### config.mk
export PLATFORM = sky130hd
export DESIGN_NAME = tinyalu_issuer_flat
export DESIGN_NICKNAME = d
export VERILOG_FILES = /design/src/rtl/tinyalu_issuer_if.sv /design/src/rtl/tinyalu_issuer.sv /design/src/flat_wrapper.sv
export SDC_FILE = /design/constraint.sdc
export NUM_CORES = 1
export LEC_CHECK = 0
export CAP_MARGIN = 15
export CORE_AREA = 2 2 106 108
export DETAILED_ROUTE_END_ITERATION = 6
export DIE_AREA = 0 0 108 110
export GPL_TIMING_DRIVEN = 0
export PLACE_DENSITY = 0.83
export SLEW_MARGIN = 20
export SYNTH_ARGS = -nofsm -noshare
export SYNTH_HDL_FRONTEND = slang
export SYNTH_SLANG_ARGS = --single-unit
### constraint.sdc
create_clock -name clk -period 2.5 [get_ports clk]
set_input_delay 0.625 -clock clk [delete_from_list [all_inputs] [get_ports clk]]
set_output_delay 0.625 -clock clk [all_outputs]
set_load 0.1 [all_outputs]
### src/rtl/tinyalu_issuer_if.sv
// Command, ALU-pin and response signal bundle for tinyalu_issuer.
// slave: the issuer side. master: the command source, ALU and response consumer.
interface tinyalu_issuer_if;
   logic        cmd_valid;
   logic        cmd_ready;
   logic [7:0]  cmd_a;
   logic [7:0]  cmd_b;
   logic [2:0]  cmd_op;

   logic [7:0]  alu_a;
   logic [7:0]  alu_b;
   logic [2:0]  alu_op;
   logic        alu_start;
   logic        alu_reset_n;
   logic        alu_done;
   logic [15:0] alu_result;

   logic        rsp_valid;
   logic        rsp_ready;
   logic [15:0] rsp_result;
   logic [2:0]  rsp_op;
   logic        rsp_timeout;

   logic        busy;

   modport slave (
      input  cmd_valid, cmd_a, cmd_b, cmd_op, alu_done, alu_result, rsp_ready,
      output cmd_ready, alu_a, alu_b, alu_op, alu_start, alu_reset_n,
             rsp_valid, rsp_result, rsp_op, rsp_timeout, busy
   );

   modport master (
      output cmd_valid, cmd_a, cmd_b, cmd_op, alu_done, alu_result, rsp_ready,
      input  cmd_ready, alu_a, alu_b, alu_op, alu_start, alu_reset_n,
             rsp_valid, rsp_result, rsp_op, rsp_timeout, busy
   );
endinterface

### src/rtl/tinyalu_issuer.sv
// Command issuer in front of the tiny ALU: queues commands in a small
// first-word-fall-through FIFO, drives the ALU start/done handshake, answers
// nops locally, times out commands whose done never arrives, and returns each
// result on a valid/ready response port.
module tinyalu_issuer #(
   parameter int unsigned DEPTH   = 4,
   parameter int unsigned TIMEOUT = 8
) (
   input  logic            clk,
   input  logic            reset,
   tinyalu_issuer_if.slave bus
);
   localparam int unsigned   AW       = $clog2(DEPTH);
   localparam int unsigned   CW       = $clog2(TIMEOUT);
   localparam logic [AW:0]   FULL_CNT = (AW+1)'(DEPTH);
   localparam logic [CW-1:0] CNT_LAST = CW'(TIMEOUT - 1);

   typedef enum logic [1:0] {WAKE, IDLE, ISSUE, GAP} state_t;

   state_t        r_state, w_state_nxt;
   logic          r_wake_cnt, w_wake_cnt_nxt;
   logic [CW-1:0] r_cnt, w_cnt_nxt;
   logic [7:0]    r_alu_a, w_alu_a_nxt;
   logic [7:0]    r_alu_b, w_alu_b_nxt;
   logic [2:0]    r_alu_op, w_alu_op_nxt;
   logic          r_alu_start, w_alu_start_nxt;
   logic          r_alu_reset_n, w_alu_reset_n_nxt;
   logic          r_rsp_valid, w_rsp_valid_nxt;
   logic [15:0]   r_rsp_result, w_rsp_result_nxt;
   logic [2:0]    r_rsp_op, w_rsp_op_nxt;
   logic          r_rsp_timeout, w_rsp_timeout_nxt;

   // FIFO entry layout: {op[18:16], a[15:8], b[7:0]}
   logic [18:0]   r_mem [DEPTH];
   logic [AW-1:0] r_wr_ptr, r_rd_ptr;
   logic [AW:0]   r_count;

   logic          w_empty, w_full, w_cmd_ready, w_push, w_pop, w_launch_ok;
   logic [18:0]   w_head;

   assign w_empty     = (r_count == '0);
   assign w_full      = (r_count == FULL_CNT);
   assign w_cmd_ready = ~reset & ~w_full;
   assign w_push      = bus.cmd_valid & w_cmd_ready;
   assign w_head      = r_mem[r_rd_ptr];
   assign w_launch_ok = ~w_empty & r_alu_reset_n & (~r_rsp_valid | bus.rsp_ready);

   // Next-state and next-register values for the issue FSM and response slot.
   always_comb begin
      w_state_nxt       = r_state;
      w_wake_cnt_nxt    = r_wake_cnt;
      w_cnt_nxt         = r_cnt;
      w_alu_a_nxt       = r_alu_a;
      w_alu_b_nxt       = r_alu_b;
      w_alu_op_nxt      = r_alu_op;
      w_alu_start_nxt   = r_alu_start;
      w_alu_reset_n_nxt = r_alu_reset_n;
      w_rsp_valid_nxt   = r_rsp_valid;
      w_rsp_result_nxt  = r_rsp_result;
      w_rsp_op_nxt      = r_rsp_op;
      w_rsp_timeout_nxt = r_rsp_timeout;
      w_pop             = 1'b0;

      // A consumed response clears; any reload below overrides this.
      if (r_rsp_valid && bus.rsp_ready) begin
         w_rsp_valid_nxt = 1'b0;
      end

      case (r_state)
         WAKE: begin
            if (r_wake_cnt) begin
               w_alu_reset_n_nxt = 1'b1;
               w_state_nxt       = IDLE;
            end else begin
               w_wake_cnt_nxt = 1'b1;
            end
         end
         IDLE, GAP: begin
            w_state_nxt = IDLE;
            if (w_launch_ok) begin
               w_pop = 1'b1;
               if (w_head[18:16] != 3'b000) begin
                  w_alu_op_nxt    = w_head[18:16];
                  w_alu_a_nxt     = w_head[15:8];
                  w_alu_b_nxt     = w_head[7:0];
                  w_alu_start_nxt = 1'b1;
                  w_cnt_nxt       = '0;
                  w_state_nxt     = ISSUE;
               end else begin
                  w_rsp_result_nxt  = '0;
                  w_rsp_op_nxt      = 3'b000;
                  w_rsp_timeout_nxt = 1'b0;
                  w_rsp_valid_nxt   = 1'b1;
               end
            end
         end
         ISSUE: begin
            w_cnt_nxt = r_cnt + 1'b1;
            if (bus.alu_done) begin
               w_rsp_result_nxt  = bus.alu_result;
               w_rsp_op_nxt      = r_alu_op;
               w_rsp_timeout_nxt = 1'b0;
               w_rsp_valid_nxt   = 1'b1;
               w_alu_start_nxt   = 1'b0;
               w_state_nxt       = GAP;
            end else if (r_cnt == CNT_LAST) begin
               w_rsp_result_nxt  = '1;
               w_rsp_op_nxt      = r_alu_op;
               w_rsp_timeout_nxt = 1'b1;
               w_rsp_valid_nxt   = 1'b1;
               w_alu_start_nxt   = 1'b0;
               w_state_nxt       = GAP;
            end
         end
         default: w_state_nxt = WAKE;
      endcase
   end

   // State register and ALU/response registers; reset returns the FSM to WAKE.
   always_ff @(posedge clk or posedge reset) begin
      if (reset) begin
         r_state       <= WAKE;
         r_wake_cnt    <= 1'b0;
         r_cnt         <= '0;
         r_alu_a       <= '0;
         r_alu_b       <= '0;
         r_alu_op      <= '0;
         r_alu_start   <= 1'b0;
         r_alu_reset_n <= 1'b0;
         r_rsp_valid   <= 1'b0;
         r_rsp_result  <= '0;
         r_rsp_op      <= '0;
         r_rsp_timeout <= 1'b0;
      end else begin
         r_state       <= w_state_nxt;
         r_wake_cnt    <= w_wake_cnt_nxt;
         r_cnt         <= w_cnt_nxt;
         r_alu_a       <= w_alu_a_nxt;
         r_alu_b       <= w_alu_b_nxt;
         r_alu_op      <= w_alu_op_nxt;
         r_alu_start   <= w_alu_start_nxt;
         r_alu_reset_n <= w_alu_reset_n_nxt;
         r_rsp_valid   <= w_rsp_valid_nxt;
         r_rsp_result  <= w_rsp_result_nxt;
         r_rsp_op      <= w_rsp_op_nxt;
         r_rsp_timeout <= w_rsp_timeout_nxt;
      end
   end

   // FIFO pointers and occupancy.
   always_ff @(posedge clk or posedge reset) begin
      if (reset) begin
         r_wr_ptr <= '0;
         r_rd_ptr <= '0;
         r_count  <= '0;
      end else begin
         if (w_push) r_wr_ptr <= r_wr_ptr + 1'b1;
         if (w_pop)  r_rd_ptr <= r_rd_ptr + 1'b1;
         case ({w_push, w_pop})
            2'b10:   r_count <= r_count + 1'b1;
            2'b01:   r_count <= r_count - 1'b1;
            default: r_count <= r_count;
         endcase
      end
   end

   // FIFO storage; contents need no reset since occupancy gates every read.
   always_ff @(posedge clk) begin
      if (w_push) r_mem[r_wr_ptr] <= {bus.cmd_op, bus.cmd_a, bus.cmd_b};
   end

   assign bus.cmd_ready   = w_cmd_ready;
   assign bus.alu_a       = r_alu_a;
   assign bus.alu_b       = r_alu_b;
   assign bus.alu_op      = r_alu_op;
   assign bus.alu_start   = r_alu_start;
   assign bus.alu_reset_n = r_alu_reset_n;
   assign bus.rsp_valid   = r_rsp_valid;
   assign bus.rsp_result  = r_rsp_result;
   assign bus.rsp_op      = r_rsp_op;
   assign bus.rsp_timeout = r_rsp_timeout;
   // WAKE is left out so busy reads 0 while reset holds the FSM there.
   assign bus.busy        = (r_state == ISSUE) || (r_state == GAP) || ~w_empty;
endmodule

### src/flat_wrapper.sv
// flat-port wrapper written by rule: the top's interface ports become plain ports
module tinyalu_issuer_flat 
#(
   parameter int unsigned DEPTH   = 4,
   parameter int unsigned TIMEOUT = 8
)
  (clk, reset, bus_cmd_valid, bus_cmd_a, bus_cmd_b, bus_cmd_op, bus_alu_done, bus_alu_result, bus_rsp_ready, bus_cmd_ready, bus_alu_a, bus_alu_b, bus_alu_op, bus_alu_start, bus_alu_reset_n, bus_rsp_valid, bus_rsp_result, bus_rsp_op, bus_rsp_timeout, bus_busy);
  tinyalu_issuer_if bus_i ();
  input  logic clk;
  input  logic reset;
  input wire logic [$bits(bus_i.cmd_valid)-1:0] bus_cmd_valid;
  input wire logic [$bits(bus_i.cmd_a)-1:0] bus_cmd_a;
  input wire logic [$bits(bus_i.cmd_b)-1:0] bus_cmd_b;
  input wire logic [$bits(bus_i.cmd_op)-1:0] bus_cmd_op;
  input wire logic [$bits(bus_i.alu_done)-1:0] bus_alu_done;
  input wire logic [$bits(bus_i.alu_result)-1:0] bus_alu_result;
  input wire logic [$bits(bus_i.rsp_ready)-1:0] bus_rsp_ready;
  output wire logic [$bits(bus_i.cmd_ready)-1:0] bus_cmd_ready;
  output wire logic [$bits(bus_i.alu_a)-1:0] bus_alu_a;
  output wire logic [$bits(bus_i.alu_b)-1:0] bus_alu_b;
  output wire logic [$bits(bus_i.alu_op)-1:0] bus_alu_op;
  output wire logic [$bits(bus_i.alu_start)-1:0] bus_alu_start;
  output wire logic [$bits(bus_i.alu_reset_n)-1:0] bus_alu_reset_n;
  output wire logic [$bits(bus_i.rsp_valid)-1:0] bus_rsp_valid;
  output wire logic [$bits(bus_i.rsp_result)-1:0] bus_rsp_result;
  output wire logic [$bits(bus_i.rsp_op)-1:0] bus_rsp_op;
  output wire logic [$bits(bus_i.rsp_timeout)-1:0] bus_rsp_timeout;
  output wire logic [$bits(bus_i.busy)-1:0] bus_busy;
  assign bus_i.cmd_valid = bus_cmd_valid;
  assign bus_i.cmd_a = bus_cmd_a;
  assign bus_i.cmd_b = bus_cmd_b;
  assign bus_i.cmd_op = bus_cmd_op;
  assign bus_i.alu_done = bus_alu_done;
  assign bus_i.alu_result = bus_alu_result;
  assign bus_i.rsp_ready = bus_rsp_ready;
  assign bus_cmd_ready = bus_i.cmd_ready;
  assign bus_alu_a = bus_i.alu_a;
  assign bus_alu_b = bus_i.alu_b;
  assign bus_alu_op = bus_i.alu_op;
  assign bus_alu_start = bus_i.alu_start;
  assign bus_alu_reset_n = bus_i.alu_reset_n;
  assign bus_rsp_valid = bus_i.rsp_valid;
  assign bus_rsp_result = bus_i.rsp_result;
  assign bus_rsp_op = bus_i.rsp_op;
  assign bus_rsp_timeout = bus_i.rsp_timeout;
  assign bus_busy = bus_i.busy;
  tinyalu_issuer #(.DEPTH(DEPTH), .TIMEOUT(TIMEOUT)) u_core (.clk(clk), .reset(reset), .bus(bus_i));
endmodule
==> results of run 1 <==
## flip-flops by register name, indices dropped and copies added (netlist names), named ones only
signal,cells
u_core.bus.rsp_op,3
u_core.bus.rsp_result,16
u_core.bus.alu_reset_n,1
u_core.r_wr_ptr,2
u_core.r_rd_ptr,2
u_core.bus.alu_b,8
u_core.bus.alu_op,3
u_core.r_mem,76
u_core.bus.rsp_timeout,1
u_core.r_count,3
u_core.bus.alu_start,1
u_core.r_wake_cnt,1
u_core.r_state,1
u_core.bus.alu_a,8
u_core.r_cnt,3
u_core.bus.rsp_valid,1
## where the power goes
part           internal [mW]  switching (mW)  total (mW)
combinational          0.216           0.422       0.638
clock                   1.53           0.931        2.46
sequential              2.48          0.0875        2.57
## routing by layer
layer | vias to the layer above | track usage [%] | share of wire (%)
li1 | 1731 | - | -
met5 | - | 0 | 0
met1 | 1920 | 29.2 | 42
met3 | 16 | 4.53 | 6.1
met2 | 155 | 38.3 | 50
met4 | 0 | 8.79 | 1.5
## layout make-up
class,count,area share (%)
inverter,12,0.720
clock buffer,17,5.67
clock inverter,15,2.47
buffer,31,2.00
sequential,131,50.1
tap,140,2.40
multi-input combinational,207,25.9
timing repair buffer,83,10.7
## logic make-up (layout without fill, tap and decap cells)
logic type / count (synthesis) / after routing
DFF: 131 / 131
AOI/OAI and AO/OA: 90 / 90
and+or+nand+nor: 79 / 79
buffers and inverters: 44 / 158
muxes: 23 / 23
adders and majority gates: 8 / 8
xor gates and xnor gates: 7 / 7
## per-stage QoR
step / total power, mW / TNS [ns] / cells / cell area [sq um] / utilization, %
6_report: 5.66 / 0 / 636 / 7300 / 68.3
5_1_grt: 5.86 / -0.0176 / 636 / 7300 / 68.3
4_1_cts: 5.69 / -0.239 / 636 / 7290 / 68.1
3_5_place_dp: 3.23 / -50.84 / 605 / 6740 / 63.0
3_3_place_gp: 3.20 / -72.11 / 605 / 6740 / 63.0
2_1_floorplan: 2.99 / -0.0860 / 382 / 5730 / -
## layout by cell type, fill, tap and decap left out, types with 4 or more instances in the layout
master,Yosys,final
o31ai_1,19,19
and2_2,0,4
nor2_1,5,5
dfrtp_1,55,53
edfxtp_1,76,76
o211ai_2,9,9
a21oi_1,20,19
xnor2_1,5,5
clkinv_4,0,6
clkbuf_1,25,23
a211oi_1,17,17
ha_1,7,7
clkdlybuf4s50_1,0,39
mux4_2,12,12
buf_4,2,4
mux4_1,7,7
o21ai_0,5,5
o211ai_1,10,10
nand4_1,20,20
nor3b_1,16,16
dlygate4sd2_1,0,41
clkbuf_16,0,16
inv_1,11,10
a22oi_1,4,4
or4b_1,16,16
## path summary, 6_finish.rpt
kind,end,slack [ns],from,cells after the start
setup / recovery,bus_alu_op[0],0.06,u_core.bus.alu_op[0],1
hold / removal,u_core.bus.alu_reset_n,0.51,u_core.r_wake_cnt,1
setup reg to reg,u_core.bus.alu_b[5],0.13,u_core.r_rd_ptr[1],5
hold reg to reg,u_core.bus.alu_reset_n,0.51,u_core.r_wake_cnt,1
max in group asynchronous,u_core.bus.alu_reset_n,1.36,reset,2
min in group asynchronous,u_core.bus.rsp_result[1],0.64,reset,2
==> metrics.cfg, run 1 <==
[run_status]
status = completed

[synthesis]
synth_cells = 382
syn_nets = 430
synthAdderAreaFrac_pct = 1.88
ys_ff_latch = 131
ys_types = 41
synth.most_common_cell = edfxtp_1
synth_flop_cell = edfxtp_1
synth_area_leaders = edfxtp_1, dfrtp_1, mux4_2
synth_edf_count = 76
yosysTopAreaCell = edfxtp_1
ys_top_cells_by_count = edfxtp_1, dfrtp_1, clkbuf_1, a21oi_1, nand4_1
synth_top_family_by_area = compound AO/OA/AOI/OAI gates
synth-simple-area-share_pct = 9.72
muxShareOfSynthArea_pct = 8.65
synth_xor_area_share_pct = 1.07
async_flop_share_pct = 42.0
synth.cell_area_sq_um = 5730
avgSynthCellArea_sq_um = 15.0
ys_warn_count = 0
yosysTopAreaCellShare_pct = 39.9
synth_compound_area_share_pct = 11.4
ys_seq_area_share_pct = 63.9

[detailed_routing]
wire_per_inst_um = 20.0
via_per_inst = 6.01
drc = 0
wirelength_um = 12700
via_count = 3822
drt-pass1-iter-count = 5
drt-initial-drc-count = 471
ant_nets = 0

[die]
die_w_um = 108
num_io_pins = 84
core_sq_um = 10700
die-area_sq_um = 11900
rows = 38
die_h_um = 110
start_util_pct = 53.5

[cts]
clock-sinks = 131
ctsResizeCount = 54
postCtsHoldBufs = 0
clk_pin_slew_ns = 0.06
clockRootBuffer = clkbuf_8
post_cts_buffers = 0
tritoncts = yes
htree_levels = 4
cts_buffer_depth = 2
insertion_delay_ns = 0.52
numCtsBuffers = 17

[hold_path]
hp-class = flop to flop

[final_layout]
area_delta_synth_final_pct = 27.5
register_area_sq_um = 3660
drive_gt1_share_pct = 15.3
nFillCells = 733
diodes = 0
nets = 531
multi_input_area_sq_um = 1890

[sta]
fin_skew_ns = 0.00613
fin_hold_ws_ns = 0.507
fin_ws_ns = 0.0615
slew_viol_final = 0
tightest_slew_ns = 0.981
relSlewSlack_pct = 34.8
min_period_ns = 2.44
finalHoldViolations = 0
fmax_mhz = 410
setup_violations = 0
post-route-period-util_pct = 97.5

[worst_setup_path]
end_kind = output port
cp_slowest_cell = dlygate4sd2_1
crit_arrival_ns = 1.81
criticalPathCategory = flop to output port
worstPathMaxFanout = 4
path_cells = dlygate4sd2_1
start_kind = flop
cp_num_buf_inv = 1
cpPeakStageDelay_ns = 0.88
required_ns = 1.88
cpLargestDelayFamily = buffers and inverters

[power]
leakage_nw = 2.64
peakVddDrop_uv = 811
power_density_nw_per_um2 = 775

[grt]
grt_pass1_wl_um = 20200
grt_max_degree = 56
track_usage_pct = 22.7
grt_pass1_vias = 3933
antenna_found_initial = 0
grt-ovfl-total = 0

[placed_design]
dp_hpwl_um = 8180
port_buffers = 83
place_ws_ns = -0.882
gp_congestion = 0.811

[job]
maxCapViolCount = 0

Note: power is estimated with default switching activity, not from simulation.
==> run 2, diff against run 1 <==
- CORE_AREA: 2 2 106 108 -> 8 8 112 114
- DIE_AREA: 0 0 108 110 -> 0 0 120 122
==> run 2 against run 1 <==
Critical path depth stayed put. Non-clock buffer count is 1 higher. Cell area hardly changed. Sequential power hardly changed. Hold slack better by 0.0031 ns. Core utilization hardly changed. Total power hardly changed.
==> metrics.cfg, run 2 (synthesis gave the netlist of run 1 again) <==
[final_layout]
drive_gt1_share_pct = 15.9  ; was 15.3%
largest_reg_flops = 76  ; unchanged
nFillCells = 744  ; was 733
utilization_pct = 68.3  ; about the same
nets = 532  ; was 531
layout_commonest_cell = edfxtp_1  ; unchanged
final_cell_mix = edfxtp_1, dfrtp_1, dlygate4sd2_1, clkdlybuf4s50_1, clkbuf_1  ; unchanged
area_delta_synth_final_pct = 27.6  ; was 27.5%
diodes = 0  ; unchanged
top_register = u_core.r_mem  ; unchanged

[cts]
htree_levels = 4  ; unchanged
numCtsBuffers = 17  ; unchanged
tritoncts = yes  ; unchanged
clk_pin_slew_ns = 0.06  ; about the same
insertion_delay_ns = 0.52  ; about the same
clock-sinks = 131  ; unchanged
postCtsHoldBufs = 0  ; unchanged
cts_buffer_depth = 2  ; unchanged
clockRootBuffer = clkbuf_8  ; unchanged

[power]
peakVddDrop_uv = 542  ; was 811 uV
power_density_nw_per_um2 = 776  ; was 775 nW/um^2
power_mw = 5.67  ; was 5.66 mW
leakage_nw = 2.65  ; was 2.64 nW

[hold_path]
whs_path_depth = 1  ; unchanged
hp-class = flop to flop  ; unchanged
hold_start = u_core.bus.alu_reset_n  ; was u_core.r_wake_cnt
holdPathEnd = u_core.bus.alu_reset_n  ; unchanged

[job]
maxCapViolCount = 0  ; unchanged

[placed_design]
place_ws_ns = -0.883  ; was -0.882 ns
dp_hpwl_um = 8890  ; was 8180 um
gp_congestion = 0.797  ; was 0.811
port_buffers = 83  ; unchanged

[die]
num_io_pins = 84  ; unchanged
rows = 38  ; unchanged
die-area_sq_um = 14600  ; was 11900 sq um
die_h_um = 122  ; was 110 um
start_util_pct = 53.5  ; unchanged
die_w_um = 120  ; was 108 um
core_sq_um = 10700  ; unchanged

[worst_setup_path]
cpLargestDelayFamily = buffers and inverters  ; unchanged
worstPathMaxFanout = 3  ; was 4
reg2reg_slack_ns = 0.16  ; was 0.13 ns
required_ns = 1.88  ; about the same
cpPeakStageDelay_ns = 0.88  ; about the same
reg2reg_to = u_core.bus.alu_b[4]  ; was u_core.bus.alu_b[5]
cp_slowest_cell = dlygate4sd2_1  ; unchanged
cp_num_buf_inv = 1  ; unchanged
path_cells = dlygate4sd2_1  ; unchanged
timing.rr.start = u_core.r_rd_ptr[1]  ; unchanged
criticalPathCategory = flop to output port  ; unchanged
crit_arrival_ns = 1.82  ; was 1.81 ns
start_kind = flop  ; unchanged
reg2reg_depth = 5  ; unchanged
end_kind = output port  ; unchanged

[sta]
fin_tns_setup_ns = 0  ; unchanged
finalHoldViolations = 0  ; unchanged
slew_viol_final = 0  ; unchanged
fin_hold_ws_ns = 0.510  ; was 0.507 ns
fin_skew_ns = 0.0115  ; was 0.00613 ns
min_period_ns = 2.44  ; about the same
relSlewSlack_pct = 34.2  ; was 34.8%
tightest_slew_ns = 0.991  ; was 0.981 ns
fin_ws_ns = 0.0573  ; was 0.0615 ns
rsz0062_at_grt = no
fmax_mhz = 409  ; was 410 MHz
setup_violations = 0  ; unchanged
post-route-period-util_pct = 97.7  ; was 97.5%

[grt]
grt_pass1_vias = 4028  ; was 3933
track_usage_pct = 18.7  ; was 22.7%
grt-ovfl-total = 0  ; unchanged
antenna_found_initial = 0  ; unchanged
grt_max_degree = 56  ; unchanged
grt_pass1_wl_um = 21500  ; was 20200 um

[detailed_routing]
drc = 0  ; unchanged
drt-initial-drc-count = 271  ; was 471
drt-pass1-iter-count = 7  ; was 5
ant_nets = 0  ; unchanged
via_per_inst = 5.99  ; was 6.01
via_count = 3814  ; was 3822
wire_per_inst_um = 20.5  ; was 20.0 um
wirelength_um = 13100  ; was 12700 um

[run_status]
status = completed  ; unchanged

-- run 2: cell count changes in the layout (fill, tap and decap cells not counted), sizes merged --
cell         before  now
buf               9   11
bufinv            3    2
clkinv            9    5
dlygate4sd2      41   40
inv              14   19
-- run 2: stage by stage --
stage                     instances  cell area, sq um
final                           637              7300
after floorplan                 382              5730
after global routing            637              7300
after global placement          605              6740
after detailed placement        605              6740
after CTS                       637              7290
-- run 2: layer usage --
layer | part of all wire (%) | GRT usage (%)
met1 | 42 | 23.0
met2 | 50 | 30.5
met3 | 6.9 | 5.92
met4 | 1.6 | 7.18
met5 | 0 | 0
-- run 2: worst max path at each step --
| stage | depth (start not counted) | slack, ns | end | startpoint |
|---|---|---|---|---|
| 6_report | 1 | 0.06 | bus_alu_a[0] | u_core.bus.alu_a[0] |
| 3_3_place_gp | 11 | -0.84 | u_core.r_count[2] | bus_rsp_ready |
| 2_1_floorplan | 10 | -0.09 | u_core.r_count[2] | u_core.bus.alu_reset_n |
| 5_1_grt | 4 | 0.0009 | bus_busy | u_core.r_count[0] |
| 3_5_place_dp | 11 | -0.88 | u_core.r_count[2] | bus_rsp_ready |
| 4_1_cts | 4 | 0.02 | bus_busy | u_core.r_count[0] |
-- run 2: worst reg2reg max path, cell delays in order, from the launching register on --
cell      delay [ns]
dfrtp_1         0.37
clkbuf_1        0.44
mux4_2          0.52
clkbuf_1        0.26
or4b_1          0.59
o211ai_2        0.09
-- run 2: area by class of cell --
class | instances | area [sq um] | area share (%)
inverters | 12 | 50.0 | 0.685
plain buffers | 31 | 146 | 2.00
clock inverters | 15 | 170 | 2.33
multi-input cells | 207 | 1910 | 26.1
clock buffers | 17 | 414 | 5.67
well taps | 140 | 175 | 2.40
repair buffers | 84 | 781 | 10.7
flip-flops and latches | 131 | 3660 | 50.1
-- run 2: what timing repair did --
item,4_1_cts,5_1_grt
resized for setup,59,8
endpoints found under the hold margin,0,0
setup buffers,1,0
setup endpoints to repair,122,4
-- run 2: power by group --
group | leakage, nW | switching (mW) | internal, mW | total, mW
registers | 1.32 | 0.0929 | 2.48 | 2.57
clock network | 0.284 | 0.989 | 1.45 | 2.44
logic | 1.04 | 0.434 | 0.224 | 0.658
total | 2.65 | 1.52 | 4.15 | 5.67
